--- src/rtl/feeder_pkg.sv ---
// Shared constants and state encoding for the operand feeder and its operand buffer.
package feeder_pkg;

    localparam int unsigned DATA_W_DEF  = 8;
    localparam int unsigned NUM_OPS_DEF = 4;
    localparam int unsigned RES_LAT_DEF = 3;

    // Operand slot order as the calculator expects it.
    localparam int unsigned OP_A = 0;
    localparam int unsigned OP_B = 1;
    localparam int unsigned OP_C = 2;
    localparam int unsigned OP_X = 3;

    typedef enum logic [2:0] {
        FILL     = 3'd0,
        SETUP    = 3'd1,
        PULSE    = 3'd2,
        GAP      = 3'd3,
        WAIT_RES = 3'd4,
        OUT      = 3'd5
    } state_t;

    // Index width that stays at least one bit wide for single-entry ranges.
    function automatic int unsigned idx_width(input int unsigned n);
        return (n > 1) ? $clog2(n) : 1;
    endfunction

endpackage

--- src/rtl/operand_buf.sv ---
// Operand register file: one synchronous write port, one combinational read port, no reset.
module operand_buf
    import feeder_pkg::*;
#(
    parameter int unsigned DATA_W  = DATA_W_DEF,
    parameter int unsigned NUM_OPS = NUM_OPS_DEF,
    localparam int unsigned IDX_W  = idx_width(NUM_OPS)
) (
    input  logic              clk,
    input  logic              we,
    input  logic [IDX_W-1:0]  widx,
    input  logic [DATA_W-1:0] wdata,
    input  logic [IDX_W-1:0]  ridx,
    output logic [DATA_W-1:0] rdata
);

    logic [DATA_W-1:0] mem [NUM_OPS];

    always_ff @(posedge clk) begin
        if (we) begin
            mem[widx] <= wdata;
        end
    end

    assign rdata = mem[ridx];

endmodule

--- src/rtl/operand_feeder.sv ---
// Collects an operand frame, replays it to the calculator with go pulses, and returns the result.
// Define OPERAND_FEEDER_CNT_EN to add the wrapping frame_count output.
module operand_feeder
    import feeder_pkg::*;
#(
    parameter int unsigned DATA_W  = DATA_W_DEF,
    parameter int unsigned NUM_OPS = NUM_OPS_DEF,
    parameter int unsigned RES_LAT = RES_LAT_DEF
) (
    input  logic              clk,
    input  logic              resetn,
    input  logic              in_valid,
    input  logic [DATA_W-1:0] in_data,
    output logic              in_ready,
    output logic [DATA_W-1:0] calc_data,
    output logic              calc_go,
    input  logic [DATA_W-1:0] calc_result,
    output logic              out_valid,
    output logic [DATA_W-1:0] out_data,
`ifdef OPERAND_FEEDER_CNT_EN
    output logic [7:0]        frame_count,
`endif
    input  logic              out_ready
);

    localparam int unsigned IDX_W = idx_width(NUM_OPS);
    localparam int unsigned CNT_W = idx_width(RES_LAT);

    state_t            state;
    logic [IDX_W-1:0]  idx;
    logic [IDX_W-1:0]  ridx_c;
    logic [CNT_W-1:0]  cnt;
    logic [DATA_W-1:0] rdata_c;
    logic              we_c;

    assign in_ready  = (state == FILL);
    assign out_valid = (state == OUT);
    assign we_c      = in_ready & in_valid;

    // Look ahead to the operand that the next SETUP will present.
    assign ridx_c = (state == GAP) ? (idx + IDX_W'(1)) : IDX_W'(OP_A);

    operand_buf #(
        .DATA_W  (DATA_W),
        .NUM_OPS (NUM_OPS)
    ) u_buf (
        .clk   (clk),
        .we    (we_c),
        .widx  (idx),
        .wdata (in_data),
        .ridx  (ridx_c),
        .rdata (rdata_c)
    );

    // calc_data/calc_go are loaded on entry to each state so they hold for the whole state.
    always_ff @(posedge clk) begin
        if (!resetn) begin
            state     <= FILL;
            idx       <= '0;
            cnt       <= '0;
            calc_go   <= 1'b0;
            calc_data <= '0;
            out_data  <= '0;
        end else begin
            case (state)
                FILL: begin
                    if (we_c) begin
                        if (idx == IDX_W'(NUM_OPS - 1)) begin
                            idx       <= '0;
                            calc_data <= rdata_c;
                            state     <= SETUP;
                        end else begin
                            idx <= idx + IDX_W'(1);
                        end
                    end
                end
                SETUP: begin
                    calc_go <= 1'b1;
                    state   <= PULSE;
                end
                PULSE: begin
                    calc_go <= 1'b0;
                    state   <= GAP;
                end
                GAP: begin
                    if (idx == IDX_W'(NUM_OPS - 1)) begin
                        cnt   <= '0;
                        state <= WAIT_RES;
                    end else begin
                        idx       <= idx + IDX_W'(1);
                        calc_data <= rdata_c;
                        state     <= SETUP;
                    end
                end
                WAIT_RES: begin
                    cnt <= cnt + CNT_W'(1);
                    if (cnt == CNT_W'(RES_LAT - 1)) begin
                        out_data <= calc_result;
                        state    <= OUT;
                    end
                end
                OUT: begin
                    if (out_ready) begin
                        idx   <= '0;
                        state <= FILL;
                    end
                end
                default: begin
                    state <= FILL;
                end
            endcase
        end
    end

`ifdef OPERAND_FEEDER_CNT_EN
    // Completed output handshakes, wrapping at 8 bits.
    always_ff @(posedge clk) begin
        if (!resetn) begin
            frame_count <= 8'd0;
        end else if (out_valid && out_ready) begin
            frame_count <= frame_count + 8'd1;
        end
    end
`endif

endmodule

--- config.mk ---
export PLATFORM = sky130hd
export DESIGN_NAME = operand_feeder
export DESIGN_NICKNAME = d
export VERILOG_FILES = /design/src/rtl/feeder_pkg.sv /design/src/rtl/operand_buf.sv /design/src/rtl/operand_feeder.sv
export SDC_FILE = /design/constraint.sdc
export NUM_CORES = 1
export LEC_CHECK = 0
export CAP_MARGIN = 15
export CORE_UTILIZATION = 35
export DETAILED_ROUTE_END_ITERATION = 8
export HOLD_SLACK_MARGIN = 0.02
export PLACE_DENSITY_LB_ADDON = 0.05
export SLEW_MARGIN = 20
export SYNTH_ARGS = -nofsm -noshare
export SYNTH_HDL_FRONTEND = slang
export SYNTH_SLANG_ARGS = --single-unit
--- constraint.sdc ---
create_clock -name clk -period 1.8 [get_ports clk]
set_input_delay 0.18 -clock clk [delete_from_list [all_inputs] [get_ports clk]]
set_output_delay 0.18 -clock clk [all_outputs]
set_load 0.02 [all_outputs]
* After elaboration in Yosys (flattened, before gate mapping)
Memories as Yosys holds them, arrays and structs flattened.
Cells that the tools add are included.
** Word-level totals
- Input port bits :: 20
- Output and inout bits :: 19
- Memory bits (writable) :: 32
- Flip-flop bits (word level) :: 24
- Memories :: 1
- Logic and storage cells :: 54
** Operators by class
- Muxes and demuxes :: 21
- Add/sub/neg operators :: 2
- Bitwise operators :: 1
- Reductions and logical operators :: 10
- Equality and inequality tests :: 13
** Memories
- u_buf.mem :: words 4, bits a word 8, read ports 1, clocked after Yosys merged registers in 0, write ports 1, line operand_buf.sv:17 : logic [DATA_W-1:0] mem [NUM_OPS];
** Operator list (count)
- $mux 8 :: 3
- $pmux 3 s6 :: 1
- $pmux 8 s2 :: 1
- $mux 3 :: 5
- $mux 2 :: 6
- $reduce_and 4->1 :: 3
- $ne 2x1->1 const B :: 4
- $eq 3x2->1 const B :: 2
- $eq 3x3->1 const B :: 2
- $pmux 2 s3 :: 1
- $reduce_bool 2->1 :: 3
- $add 2x1->2 const B :: 2
- $eq 2x2->1 const B :: 2
- $ne 2x2->1 const B :: 2
- $pmux 2 s2 :: 1
- $reduce_and 2->1 :: 2
- $eq 3x1->1 const B :: 1
- $logic_not 3->1 :: 1
- $reduce_bool 3->1 :: 1
- $mux 1 :: 2
- $pmux 1 s2 :: 1
- $and 1x1->1 :: 1

* Longest topological paths before layout
An unclocked memory read counts as a cell.
- Word-level depth :: 6
- Gate-level depth with buffers :: 8
- Depth with buffers taken out :: 6

* Cells and area by module
Synthesis repeated with hierarchy kept, for this count alone.
** Unflattened totals
- Cell total of the unflattened synthesis :: 173
- Area total of the unflattened synthesis :: 2346.0 um^2
** Modules (own cells, without submodules)
- operand_buf :: cells an instance 46, seq. area each 960.9 um^2, times used 1, area an instance 1188.6 um^2
- operand_feeder :: cells an instance 127, seq. area each 480.5 um^2, times used 1, area an instance 1157.4 um^2

* Least setup slack after synthesis
OpenSTA, ideal clock, no wires.
- Path kind :: register to register
- From :: register state[0]
- To :: memory u_buf.mem[0][0] (netlist bit), enable pin
- Clock period less this slack :: 1.924 ns
- Required time :: 1.468 ns
- Buffers on the path :: 1
- Arrival time :: 1.592 ns
- Stages on the path, launching flop included :: 4
- Setup slack :: -0.124 ns
- Library setup time :: 0.332 ns
- Cells stage by stage :: dfxtp_1 -> buf_2 -> nor3_1 -> and3_1
** On the way
- Word-level cells in the longest chain between the ends :: 4
** RTL lines
- start, declared :: line operand_feeder.sv:29 : state_t state;
- start signal, assigned :: line operand_feeder.sv:58 : state <= FILL;
- start signal, assigned :: line operand_feeder.sv:71 : state <= SETUP;
- start signal, assigned :: line operand_feeder.sv:79 : state <= PULSE;
- $logic_not 3->1 :: line operand_feeder.sv:36 : assign in_ready = (state == FILL);
- named net in_ready :: line operand_feeder.sv:14 : output logic in_ready,
- $and 1x1->1 :: line operand_feeder.sv:38 : assign we_c = in_ready & in_valid;
- $mux 1 :: line operand_buf.sv:20 : if (we) begin
- $mux 1 (implied by the code) :: line operand_buf.sv:21 : mem[widx] <= wdata;
- end, declared :: line operand_buf.sv:17
The timed path passes the listed nets, and every way through them passes these cells.

* Worst setup path in the final report
- From :: register idx[0]
- To :: register calc_data[3]
** On the way
- Word-level cells in the longest chain between the ends :: 6
- Elaborated cells on any way between the ends :: 11
- Those cells by class :: add/sub (1); eq/ne (3); mux (5); reduce/logical (1); memory (1)
** RTL lines
- start, declared :: line operand_feeder.sv:30 : logic [IDX_W-1:0] idx;
- start signal, assigned :: line operand_feeder.sv:73 : idx <= idx + IDX_W'(1);
- start signal, assigned :: line operand_feeder.sv:90 : idx <= idx + IDX_W'(1);
- $add 2x1->2 :: line operand_feeder.sv:41 : assign ridx_c = (state == GAP) ? (idx + IDX_W'(1)) : IDX_W'(OP_A);
- $mux 2 :: line operand_feeder.sv:41
- $mem_v2 4x8
- $mux 8 :: line operand_feeder.sv:68 : if (idx == IDX_W'(NUM_OPS - 1)) begin
- $mux 8 :: line operand_feeder.sv:67 : if (we_c) begin
- $pmux 8 s2 :: line operand_feeder.sv:65 : case (state)
- end signal, assigned :: line operand_feeder.sv:70 : calc_data <= rdata_c;
- end signal, assigned :: line operand_feeder.sv:91 : calc_data <= rdata_c;
- end, declared :: line operand_feeder.sv:15 : output logic [DATA_W-1:0] calc_data,
Parallel ways exist; a longest one is shown, timed or not. The select of a mux whose other input is x is not followed.
A chain may end at the register's enable or synchronous reset.

==> results_dict.tcl <==
set metrics [dict create \
    ys_seq_area_share_pct 62.04 \
    ir_worst_vdd_v 0.0005208 \
    antenna_cells 0 \
    ys.flop_type "edfxtp_1" \
    netSwitchingFraction_pct 32.19 \
    drt-initial-drc-count 86 \
    hold_path_class "reg2reg" \
    synth_area_leaders "edfxtp_1, dfxtp_1, mux2_2" \
    p_per_area_nw_per_um2 1210 \
    synth_top_area_share_pct 41.36 \
    root_buffer "clkbuf_8" \
    syn_inst 192 \
    synth_cell_type_count 33 \
    areaGrowthSynthToFinish_pct 29.89 \
    insertion_delay_ns 0.31 \
    critical_path.endpoint "calc_data[3]$_SDFFE_PN0P_" \
    reg2reg_to "calc_data[3]$_SDFFE_PN0P_" \
    cts_setup_buffers 0 \
    crit_path_start "idx[0]$_SDFFE_PN0P_" \
    grt_antenna_before_repair 0 \
    syn_avg_cell_area_um2 12.10 \
    numPortBuffers 38 \
    finalSetupTns_ns 0 \
    pin_count 39 \
    die_w_um 83.48 \
    crit_type "reg2reg" \
    combPwrFrac_pct 32.4 \
    cts_tree "built" \
    synth_edf_count 32 \
    die_h_um 83.48 \
    crit_buf_inv 0 \
    cap_violations 0 \
    rows 29 \
    max_freq_mhz 598.7 \
    finalHoldViolCount 0 \
    reg2reg_depth 5 \
    avgRoutedWirePerCell_um 15.48 \
    finalClockSkew_ns 0.01047 \
    required_ns 2.02 \
    worstSetupStartpointType "flip-flop" \
    p_seq_share_pct 47.7 \
    post-dp-hpwl_um 3632 \
    grt_setup_unrepaired "no" \
    drcViolationCount 0 \
    status "finished clean" \
    crit_slowest_cell "dfxtp_1" \
    worst_slew_pin_slew_ns 0.4860 \
    grt_pass1_vias 1642 \
    wl_um 5048 \
    drive_above_1_share_pct 17.27 \
    end_kind "flip-flop" \
    htreeDepth 2 \
    crit_family "simple AND/OR/NAND/NOR gates" \
    crit_path_max_fanout 8 \
    clkSlewWorstSetupHoldPaths_ns 0.10 \
    ctsHoldBuffers 0 \
    clkPwrFrac_pct 19.9 \
    cpPeakStageDelay_ns 0.43 \
    cp.depth 5 \
    overflow 0 \
    numCtsBuffers 5 \
    cp.arrival_ns 1.89 \
    first_pass_iters 6 \
    num_vias 1659 \
    cts_resized 3 \
    synth_area_leader_cell "edfxtp_1" \
    nets 273 \
    start_util_pct 36.38 \
    holdWs_ns 0.4628 \
    dieArea_um2 6968 \
    post-route-period-util_pct 92.80 \
    grtUsageTotal_pct 14.82 \
    slew_headroom_pct 67.60 \
    clkSinkCount 56 \
    netlist_top_cells_count "edfxtp_1, dfxtp_1, nor2_1, inv_1, mux2i_1" \
    hold_path.startpoint "calc_data[3]$_SDFFE_PN0P_" \
    crit_chain "ha_1 -> and2_1 -> a2bb2oi_1 -> or3_4 -> o32ai_1" \
    antenna_left 0 \
    grt_max_degree 18 \
    reg2reg_from "idx[0]$_SDFFE_PN0P_" \
    synth_area_um2 2323 \
    fp.coreArea_um2 6386 \
    fin_crit_ns 1.670 \
    viasPerCell 5.089 \
    ys_warn_count 0 \
    place_congestion 0.8203 \
    clk_path_buf_depth 2 \
    async_flop_share_pct 0 \
    slew_violations 0 \
    p_int_mw 2.475 \
    r2r_slack_ns 0.13 \
    finalSetupViolations 0 \
    synth-seq-cells 56 \
    p_switching_mw 1.175 \
    grt_pass1_wl_um 7983 \
    syn-num-nets 217 \
    yosysMostFrequentCell "edfxtp_1" \
    leakagePower_nw 1.071 \
]
==> how the worst min path moves through the flow <==
| stage | to | cells past startpoint |
|---|---|---|
| after floorplan | u_buf.mem[0][0]$_DFFE_PP_ | 0 |
| after global placement | calc_data[5]$_SDFFE_PN0P_ | 2 |
| after detailed placement | calc_data[4]$_SDFFE_PN0P_ | 2 |
| after CTS | calc_data[4]$_SDFFE_PN0P_ | 2 |
| after global routing | out_data[4]$_SDFFE_PN0P_ | 3 |
| final | calc_data[3]$_SDFFE_PN0P_ | 2 |
==> registers in the layout, summed over array words and instances, names as in the netlist <==
register	cells
calc_data	8
calc_go	1
cnt	2
idx	2
out_data	8
state	3
u_buf.mem	32
==> per-layer routing <==
metal,GRT usage [%],wire (µm),vias up
met1,17.66,2213,794
met3,3.462,194,7
li1,-,-,821
met4,6.780,93,0
met2,25.41,2547,37
met5,0,0,-
==> cell families after synthesis <==
logic type      share of synthesized area (%)
flops                                   62.04
compound gates                          11.58
simple gates                            10.56
fa+ha+maj                               2.693
buf+inv                                 4.092
xor+xnor                               0.3770
mux                                     8.670
==> power groups by stage <==
stage	Combinational [mW]	Clock (mW)	Sequential, mW
after floorplan	0.734	0	1.73
after global placement	1.18	0	1.76
after detailed placement	1.20	0	1.76
after CTS	1.19	0.759	1.74
after global routing	1.30	0.803	1.76
final	1.18	0.727	1.74
==> placed cells by master, fill, tap and decap left out, types with 2 or more instances in the layout <==
master and instances:
and3_1 6, ha_1 5, a211oi_1 2, a2bb2oi_1 4, clkbuf_8 6, o22ai_1 9, edfxtp_1 32, or3_1 4
buf_4 20, a21oi_1 6, mux2_2 9, mux2i_1 10, nor2_1 17, dlygate4sd2_1 2, clkdlybuf4s50_1 36, inv_1 13
o32ai_1 8, and2_1 2, nand2b_1 4, nand2_1 7, dfxtp_1 23, o21ai_1 2, o21ai_0 5
==> per-stage QoR <==
step	cells	setup WS, ns	util, %	cell area (µm²)	total power [mW]
global placement	318	0.03583	45.61	2913	2.939
floorplan	192	0.01798	-	2328	2.462
detailed placement	318	-0.08032	45.61	2913	2.963
finish	326	0.1297	47.26	3018	3.650
global route	326	0.004134	47.26	3018	3.866
CTS	326	0.02045	47.10	3008	3.690
==> final cells by class <==
cell class / instances / area, µm²
Fill cell: 595 / 3368
Sequential cell: 56 / 1443
Multi-Input combinational cell: 113 / 802.0
Timing Repair Buffer: 58 / 528.0
Tap cell: 77 / 96.34
Clock buffer: 6 / 82.58
Inverter: 14 / 52.55
Clock inverter: 2 / 13.76
==> worst reg2reg max path, cell delays in order (launching register included) <==
cell       delay [ns]
dfxtp_1          0.43
ha_1             0.22
and2_1           0.16
a2bb2oi_1        0.08
or3_4            0.41
o32ai_1          0.28
Power figures use the tool's default switching activity.
